**config.mk**
```make
export PLATFORM = sky130hd
export DESIGN_NAME = controller
export DESIGN_NICKNAME = d
export VERILOG_FILES = /design/src/rtl/controller_pkg.sv /design/src/rtl/controller.sv
export SDC_FILE = /design/constraint.sdc
export NUM_CORES = 1
export LEC_CHECK = 0
export CORE_AREA = 2 2 39 41
export CTS_CLUSTER_SIZE = 20
export DETAILED_ROUTE_END_ITERATION = 8
export DIE_AREA = 0 0 41 43
export GPL_ROUTABILITY_DRIVEN = 0
export GPL_TIMING_DRIVEN = 0
export HOLD_SLACK_MARGIN = 0.08
export PLACE_DENSITY = 0.54
export SYNTH_ARGS = -nofsm -noshare
export SYNTH_HDL_FRONTEND = slang
export SYNTH_SLANG_ARGS = --single-unit
```
**constraint.sdc**
```tcl
create_clock -name clk -period 3.4 [get_ports clk]
set_clock_uncertainty 0.1 [all_clocks]
set_input_delay 0.68 -clock clk [delete_from_list [all_inputs] [get_ports clk]]
set_output_delay 0.68 -clock clk [all_outputs]
set_load 0.02 [all_outputs]
```
**src/rtl/controller_pkg.sv**
```systemverilog
// Shared typedefs for the instruction-cycle controller: opcode and phase encodings.
package controller_pkg;

    typedef enum logic [2:0] {
        HLT = 3'd0,
        SKZ = 3'd1,
        ADD = 3'd2,
        AND = 3'd3,
        XOR = 3'd4,
        LDA = 3'd5,
        STO = 3'd6,
        JMP = 3'd7
    } opcode_t;

    typedef enum logic [2:0] {
        INST_ADDR  = 3'd0,
        INST_FETCH = 3'd1,
        INST_LOAD  = 3'd2,
        IDLE       = 3'd3,
        OP_ADDR    = 3'd4,
        OP_FETCH   = 3'd5,
        ALU_OP     = 3'd6,
        STORE      = 3'd7
    } phase_t;

endpackage

```
**src/rtl/controller.sv**
```systemverilog
// Eight-phase instruction-cycle sequencer; strobes are combinational decodes of
// the registered phase and the current opcode.
module controller
    import controller_pkg::*;
(
    input  logic       clk,
    input  logic       rst,
    input  opcode_t    opcode,
    input  logic       zero,
    output logic       mem_rd,
    output logic       load_ir,
    output logic       halt,
    output logic       inc_pc,
    output logic       load_ac,
    output logic       load_pc,
    output logic       mem_wr,
    output logic       data_e,
    output logic [2:0] phase
);

    localparam int unsigned PHASE_W = 3;

    phase_t state;
    phase_t state_next;
    logic   alu_op;

    // Phase register; reset forces INST_ADDR without waiting for a clock.
    always_ff @(posedge clk or posedge rst) begin
        if (rst) begin
            state <= INST_ADDR;
        end else begin
            state <= state_next;
        end
    end

    // Free-running phase counter, wraps STORE -> INST_ADDR.
    always_comb begin
        state_next = phase_t'(PHASE_W'(state) + PHASE_W'(1));
    end

    assign phase  = PHASE_W'(state);
    assign alu_op = (opcode == ADD) || (opcode == AND) ||
                    (opcode == XOR) || (opcode == LDA);

    // Strobe decode; INST_ADDR (and therefore reset) leaves every strobe low.
    always_comb begin
        mem_rd  = 1'b0;
        load_ir = 1'b0;
        halt    = 1'b0;
        inc_pc  = 1'b0;
        load_ac = 1'b0;
        load_pc = 1'b0;
        mem_wr  = 1'b0;
        data_e  = 1'b0;
        case (state)
            INST_ADDR: begin
            end
            INST_FETCH: begin
                mem_rd = 1'b1;
            end
            INST_LOAD, IDLE: begin
                mem_rd  = 1'b1;
                load_ir = 1'b1;
            end
            OP_ADDR: begin
                inc_pc = 1'b1;
                halt   = (opcode == HLT);
            end
            OP_FETCH: begin
                mem_rd = alu_op;
            end
            ALU_OP: begin
                mem_rd  = alu_op;
                load_ac = alu_op;
                inc_pc  = (opcode == SKZ) && zero;
                load_pc = (opcode == JMP);
                data_e  = (opcode == STO);
            end
            STORE: begin
                mem_rd  = alu_op;
                load_ac = alu_op;
                inc_pc  = (opcode == JMP);
                load_pc = (opcode == JMP);
                mem_wr  = (opcode == STO);
                data_e  = (opcode == STO);
            end
            default: begin
            end
        endcase
    end

endmodule
```
### Word level (Yosys, flattened, before mapping)

Cells that the tools add are included.

| storage, ports and cells | value |
|---|---|
| register bits after elaboration | 3 |
| bits of input ports | 6 |

| operators by class | value |
|---|---|
| add/sub/neg operators | 1 |
| equality and inequality tests | 14 |
| muxes and demuxes | 8 |
| reduce and logical (&&, ||, !) cells | 9 |

Operators with widths:

| kind | number |
|---|---|
| $eq 3x3->1 const B | 8 |
| $eq 3x2->1 const B | 4 |
| $eq 3x1->1 const B | 2 |
| $mux 1 | 6 |
| $reduce_or 3->1 | 2 |
| $reduce_or 2->1 | 2 |
| $add 3x1->3 const B | 1 |
| $logic_not 3->1 | 1 |
| $logic_or 1x1->1 | 3 |
| $pmux 1 s3 | 1 |
| $pmux 1 s2 | 1 |
| $logic_and 1x1->1 | 1 |

### Depth between registers and ports, before layout

Gate-level depths: netlist of run 1.

| logic depth | value |
|---|---|
| word-level depth | 5 |
| depth in mapped cells | 5 |
| gate-level depth less buffers | 5 |

### Least setup slack after synthesis of run 1

Ideal clock, no wire load.

| path | value |
|---|---|
| path kind | reg2out |
| start point | register state[1] (netlist: phase[1]) |
| end point | output inc_pc |
| data arrival time | 1.552 ns |
| data required time | 2.620 ns |
| path slack | 1.068 ns |
| stages on the path, launching flop included | 6 |
| buffers on the path | 0 |
| cells stage by stage | dfrtp_1 -> ha_1 -> ha_1 -> and3_2 -> a31oi_1 -> o21ai_0 |

| between the ends | value |
|---|---|
| cells in the longest elaborated chain, start to end | 2 |

RTL lines:

| element | line | RTL |
|---|---|---|
| from (decl) | controller.sv:23 | `phase_t state;` |
| from (signal assigned) | controller.sv:32 | `state <= state_next;` |
| $eq 3x3->1 | controller.sv:55 | `case (state)` |
| $pmux 1 s3 * | controller.sv:55 |  |
| to (decl) | controller.sv:13 | `output logic inc_pc,` |

Mark *: on every way between the ends. The rest lies on a longest branch, timed or not.

### Final worst setup path of run 1

| path | value |
|---|---|
| start point | input opcode[2] |
| end point | output inc_pc |

| between the ends | value |
|---|---|
| cells in the longest elaborated chain, start to end | 3 |

RTL lines:

| element | line | RTL |
|---|---|---|
| from (decl) | controller.sv:8 | `input opcode_t opcode,` |
| $eq 3x1->1 | controller.sv:75 | `inc_pc = (opcode == SKZ) && zero;` |
| $logic_and 1x1->1 | controller.sv:75 |  |
| $pmux 1 s3 * | controller.sv:55 |  |

Marks and branches as above.

==> results of run 1 <==
## final cells by class
class,count,area share
multi-input cells,26,0.366
repair buffers,16,0.334
flip-flops and latches,3,0.157
clock buffers,4,0.0548
inverters,6,0.0470
well taps,16,0.0418
## through the flow
| step | util | hold slack (ns) | area (sq um) | setup WS, ns |
|---|---|---|---|---|
| after floorplan | - | 0.334 | 273 | 1.07 |
| after global routing | 0.346 | 0.483 | 479 | 0.245 |
| after CTS | 0.346 | 0.444 | 479 | 0.314 |
| after detailed placement | 0.327 | 0.434 | 453 | 0.317 |
| final | 0.346 | 0.440 | 479 | 0.320 |
| after global placement | 0.327 | 0.437 | 453 | 0.306 |
## cells in the final DEF, fill, tap and decap left out, drive strengths merged
cell type	Yosys	routed
clkdlybuf4s50	0	16
inv	6	6
ha	6	6
nor2	5	5
nand2	4	4
clkbuf	0	4
dfrtp	3	3
nand3	2	2
nor3	2	2
o21ai	2	2
xnor2	1	1
a21o	1	1
and3	1	1
a31oi	1	1
nor4	1	1
## report_power, final
part	internal, mW	switching (mW)
registers	0.0359	0
logic	0.00632	0.00517
clock network	0.0440	0.0181
total	0.0862	0.0232
## layer usage
| metal | track usage | vias to the layer above | wire, microns |
|---|---|---|---|
| met5 | 0 | - | 0 |
| met4 | 0.100 | 0 | 0 |
| met3 | 0.0419 | 0 | 53 |
| met2 | 0.122 | 11 | 330 |
| met1 | 0.119 | 123 | 311 |
| li1 | - | 154 | - |
## worst max-delay path: cells and delay by family
family	cells	cell delay (ns)
simple gates	1	0.21
buf+inv	2	1.20
compound gates	2	0.20
## cell families (layout without fill, tap and decap cells)
group | after synthesis | count (layout) | synth area share
AND/OR/NAND/NOR | 15 | 15 | 0.248
adder cells (fa/ha/maj) | 6 | 6 | 0.275
buffers and inverters | 6 | 26 | 0.0826
AO/OA/AOI/OAI | 4 | 4 | 0.0871
flip-flops | 3 | 3 | 0.275
XOR/XNOR | 1 | 1 | 0.0321
## worst max-delay path by stage
stage,cells past startpoint,slack (ns),to,from
after floorplan,5,1.07,inc_pc,phase[1]$_DFF_PP0_
after global placement,5,0.31,inc_pc,opcode[1]
after detailed placement,5,0.32,inc_pc,opcode[2]
after CTS,5,0.31,inc_pc,opcode[2]
after global routing,5,0.24,inc_pc,opcode[2]
final,5,0.32,inc_pc,opcode[2]
==> results.md, run 1 <==
* P per Cell Area at 228 nW/um^2
* Rel. slew slack at 0.823
* Vias at 288
* Synthesized area at 273 sq um
* Critical path endpoint category: output pin
* WP data arrival at 2.30 ns
* Die Span Y at 43 microns
* Sum Neg Setup Slack at 0 ns
* Hold WC Path Type: reg -> reg
* Pleak at 0.217 nW
* TritonCTS Buffers at 3
* Top cells by count, synth: ha_1 (6), inv_1 (6), nor2_1 (5)
* Crit Path Max Fanout at 6
* Global-route wire length before repair at 1.08 mm
* Synth warn at 0
* Slowest stage delay, CP at 0.62 ns
* Tmin final at 3.08 ns
* Iter 0 DRT Violations at 1
* Routed vias/inst at 4.06
* Detailed Route WL at 695 microns
* Largest net degree at the start of global routing at 9
* Top post-synthesis cells by area: dfrtp_1 (28%), ha_1 (28%), inv_1 (8.3%)
* Total clock sinks at 3
* Hold-fix buffers, CTS at 0
* Die Width at 41 microns
* Min-Delay Startpoint: phase[0]$_DFF_PP0_
* Number of max-cap violations at 0
* Post-synthesis async set-or-reset flop share at 1.00
* Postcts setup bufs at 0
* Post-synth EDFFs at 0
* FF+latch count, synth at 3
* Initial antenna violation count at 0
* Initial Util at 0.197
* Crit-path cells: clkdlybuf4s50_1 -> and3_2 -> a31oi_1 -> o21ai_0 -> clkdlybuf4s50_1
* CTS Root Cell: clkbuf_4
* Clk slew on worst S/H paths at 0.04 ns
* Vias in the first global route at 249
* Htree depth at 1
* Ports at 17
* WHS Path Cells at 1
* Post-synth cell types at 14
* Top_reg_cell synth: dfrtp_1
* Placed cell count at 67
* Peak supply drop at 0.135 mV
* Worst R2R Start: phase[1]$_DFF_PP0_
* Layout cell share with drive strength beyond 1 at 0.0727
* Pre-antenna DRT Iters at 2
* Core area at 1380 sq um
* Clock Latency Late Sink at 0.23 ns
* Flop2flop setup slack at 2.23 ns
* Max clock buf depth at 2
* Hold Path End: phase[0]$_DFF_PP0_
* Max reg flops at 3
* Register Area at 75.1 sq um
* Grt total ovfl at 0
* Yosys top cell by area: dfrtp_1
* Critical path type: in -> out
* Finished Layout Cells at 71
* Port Buffers at 16
* Die footprint at 1760 sq um
* Post-cts resize count at 0
* DRT antenna net count at 0
* Sequential fraction of the synthesis area at 0.275
* Wirelength per Cell at 9.79 microns
* Status: completed
* DP Wirelength at 535 microns
* Tot Pwr at 0.109 mW
* Fmax at 325 MHz
* Antenna cells at 0
* Average size of a mapped cell at 7.79 sq um
* Fill count at 160
* CP required at 2.62 ns
* CP dominant cell by count: clkdlybuf4s50_1
* P&R area growth vs syn at 75.7%
* Slew Limit Fails at 0
* Startpoint types: primary input
* Site row count at 14
* Post-synth top area share at 0.275
* Setup repair after global routing missed its margin: no
* Drt drc at 0
* Nets at 68
* Overall Global Routing Usage at 0.0995
* Fin crit share at 0.906
* Endpoints failing setup at 0
* Post-synthesis net count at 47
* Worst R2R End: phase[2]$_DFF_PP0_
* Multi-input logic area at 175 sq um
* CTS tree: done
* Final Hold Fails at 0
* Worst-Margin Slew at 0.264 ns
* Worst path slowest cell: clkdlybuf4s50_1
* Reg2Reg Depth at 3
* Syn Inst Count at 35
No activity file was read; power rests on OpenSTA's default activity.
==> run 2: changes to the inputs <==
--- a/config.mk
+++ b/config.mk
@@ -10,7 +10,7 @@
 export DETAILED_ROUTE_END_ITERATION = 8
 export DIE_AREA = 0 0 41 43
 export GPL_ROUTABILITY_DRIVEN = 0
-export GPL_TIMING_DRIVEN = 0
+export GPL_TIMING_DRIVEN = 1
 export HOLD_SLACK_MARGIN = 0.08
 export PLACE_DENSITY = 0.54
 export SYNTH_ARGS = -nofsm -noshare
==> results.md, run 2 (same netlist as run 1, synthesis figures left out) <==
* Htree depth at 1
* Initial antenna violation count at 0
* Finished Layout Cells at 71
* TritonCTS Buffers at 3
* Setup repair after global routing missed its margin: no
* Commonest cells after routing, fill and taps aside: clkdlybuf4s50_1 (16), inv_1 (6), ha_1 (6)
* Vias at 295
* Post-DP Area at 453 sq um
* Ports at 17
* Delay-heaviest family, CP: buffers and inverters
* Tmin final at 3.07 ns
* CTS Root Cell: clkbuf_4
* Hold-fix buffers, CTS at 0
* DP Wirelength at 513 microns
* Pre-CTS setup slack at 0.335 ns
* Placed cell count at 67
* Site row count at 14
* Pleak at 0.217 nW
* Comb power frac at 0.104
* Status: completed
* CP required at 2.62 ns
* P per Cell Area at 228 nW/um^2
* Clock Latency Late Sink at 0.23 ns
* Iter 0 DRT Violations at 0
* Pre-antenna DRT Iters at 1
* Worst path slowest cell: clkdlybuf4s50_1
* Slowest stage delay, CP at 0.62 ns
* Fmax at 326 MHz
* Rel. slew slack at 0.815
* Vias in the first global route at 261
* Fin crit share at 0.903
* Core area at 1380 sq um
* Critical path type: in -> out
* Antenna cells at 0
* Largest net degree at the start of global routing at 9
* Endpoints failing setup at 0
* Peak supply drop at 0.107 mV
* Flop2flop setup slack at 2.24 ns
* Buffer and inverter count on the worst path at 2
* Die footprint at 1760 sq um
* Crit Path Max Fanout at 6
* P&R area growth vs syn at 75.7%
* Detailed Route WL at 661 microns
* Nets at 68
* Global-route wire length before repair at 945 microns
* Number of max-cap violations at 0
* Clock power share at 0.567
* Post-route worst setup slack at 0.331 ns
* Postcts setup bufs at 0
* Most common cell after layout, fill and taps aside: clkdlybuf4s50_1
* DRT antenna net count at 0
* Sum Neg Setup Slack at 0 ns
* Hold WC Path Type: reg -> reg
* Die Span Y at 43 microns
* CP dominant cell by count: clkdlybuf4s50_1
* Clk slew on worst S/H paths at 0.04 ns
* Max reg flops at 3
* Worst-Margin Slew at 0.275 ns
* CTS tree: done
* Drt drc at 0
* Post-cts resize count at 0
* Initial Util at 0.197
* Total clock sinks at 3
* Overall Global Routing Usage at 0.0825
* Design Area, Final at 479 sq um
* Layout cell share with drive strength beyond 1 at 0.0727
* Wirelength per Cell at 9.31 microns
* Crit-path cells: clkdlybuf4s50_1 -> and3_2 -> a31oi_1 -> o21ai_0 -> clkdlybuf4s50_1
* NetSw at 0.0230 mW
* Part of the power in registers at 0.329
* Final Hold Fails at 0
* Internal power at 0.0862 mW
* Max clock buf depth at 2
* Grt total ovfl at 0
* Routed vias/inst at 4.15
* Slew Limit Fails at 0
* Sw Ratio at 0.211
* Startpoint types: primary input
* Die Width at 41 microns
* Critical path endpoint category: output pin
* Port Buffers at 16
* WP data arrival at 2.29 ns
-- run 2: worst paths after layout --
| path | end | depth (start not counted) | from |
|---|---|---|---|
| worst max-delay path | inc_pc | 5 | opcode[2] |
| worst min-delay path | phase[0]$_DFF_PP0_ | 1 | phase[0]$_DFF_PP0_ |
| worst max register to register | phase[2]$_DFF_PP0_ | 3 | phase[1]$_DFF_PP0_ |
| worst min register to register | phase[0]$_DFF_PP0_ | 1 | phase[0]$_DFF_PP0_ |
| max in group asynchronous | phase[1]$_DFF_PP0_ | 2 | rst |
| min in group asynchronous | phase[2]$_DFF_PP0_ | 2 | rst |
-- run 2: layout make-up --
| class | instances | area, sq um |
|---|---|---|
| repair buffers | 16 | 160 |
| inverters | 6 | 22.5 |
| fillers | 157 | 905 |
| clock buffers | 4 | 26.3 |
| flip-flops and latches | 3 | 75.1 |
| multi-input cells | 26 | 175 |
| well taps | 16 | 20.0 |
-- run 2: stage by stage --
step                      total power [mW]  utilization  hold slack, ns
after floorplan                     0.0395            -           0.334
after global placement              0.0478        0.327           0.442
after detailed placement            0.0477        0.327           0.434
after CTS                            0.112        0.346           0.443
after global routing                 0.117        0.346           0.479
final                                0.109        0.346           0.439
-- run 2: layer usage --
layer,vias to the layer above,global-route usage,wire (microns)
li1,158,-,-
met1,126,0.100,300
met2,11,0.109,308
met3,0,0.0209,52
met4,0,0.0800,0
met5,-,0,0
-- run 2: power by group through the flow --
stage	clock (mW)	sequential (mW)	combinational (mW)
4_1_cts	0.0651	0.0359	0.0114
3_5_place_dp	0	0.0364	0.0113
6_report	0.0620	0.0359	0.0113
2_1_floorplan	0	0.0364	0.00312
5_1_grt	0.0692	0.0359	0.0122
3_3_place_gp	0	0.0364	0.0115
==> run 3: changes to the inputs <==
==> constraint.sdc (replaced) <==
create_clock -name clk -period 3.8 [get_ports clk]
set_clock_uncertainty 0.1 [all_clocks]
set_input_delay 0.76 -clock clk [delete_from_list [all_inputs] [get_ports clk]]
set_output_delay 0.76 -clock clk [all_outputs]
set_load 0.02 [all_outputs]
==> results of run 3 <==
Same layout as run 2 (identical final DEF). Status: completed.
Among the figures that moved: setup slack after placement 0.335 ns -> 0.575 ns; setup slack after layout 0.331 ns -> 0.571 ns; register-to-register setup slack 2.24 ns -> 2.64 ns; total power 0.109 mW -> 0.0977 mW; worst IR drop on VDD 0.107 mV -> 0.0959 mV
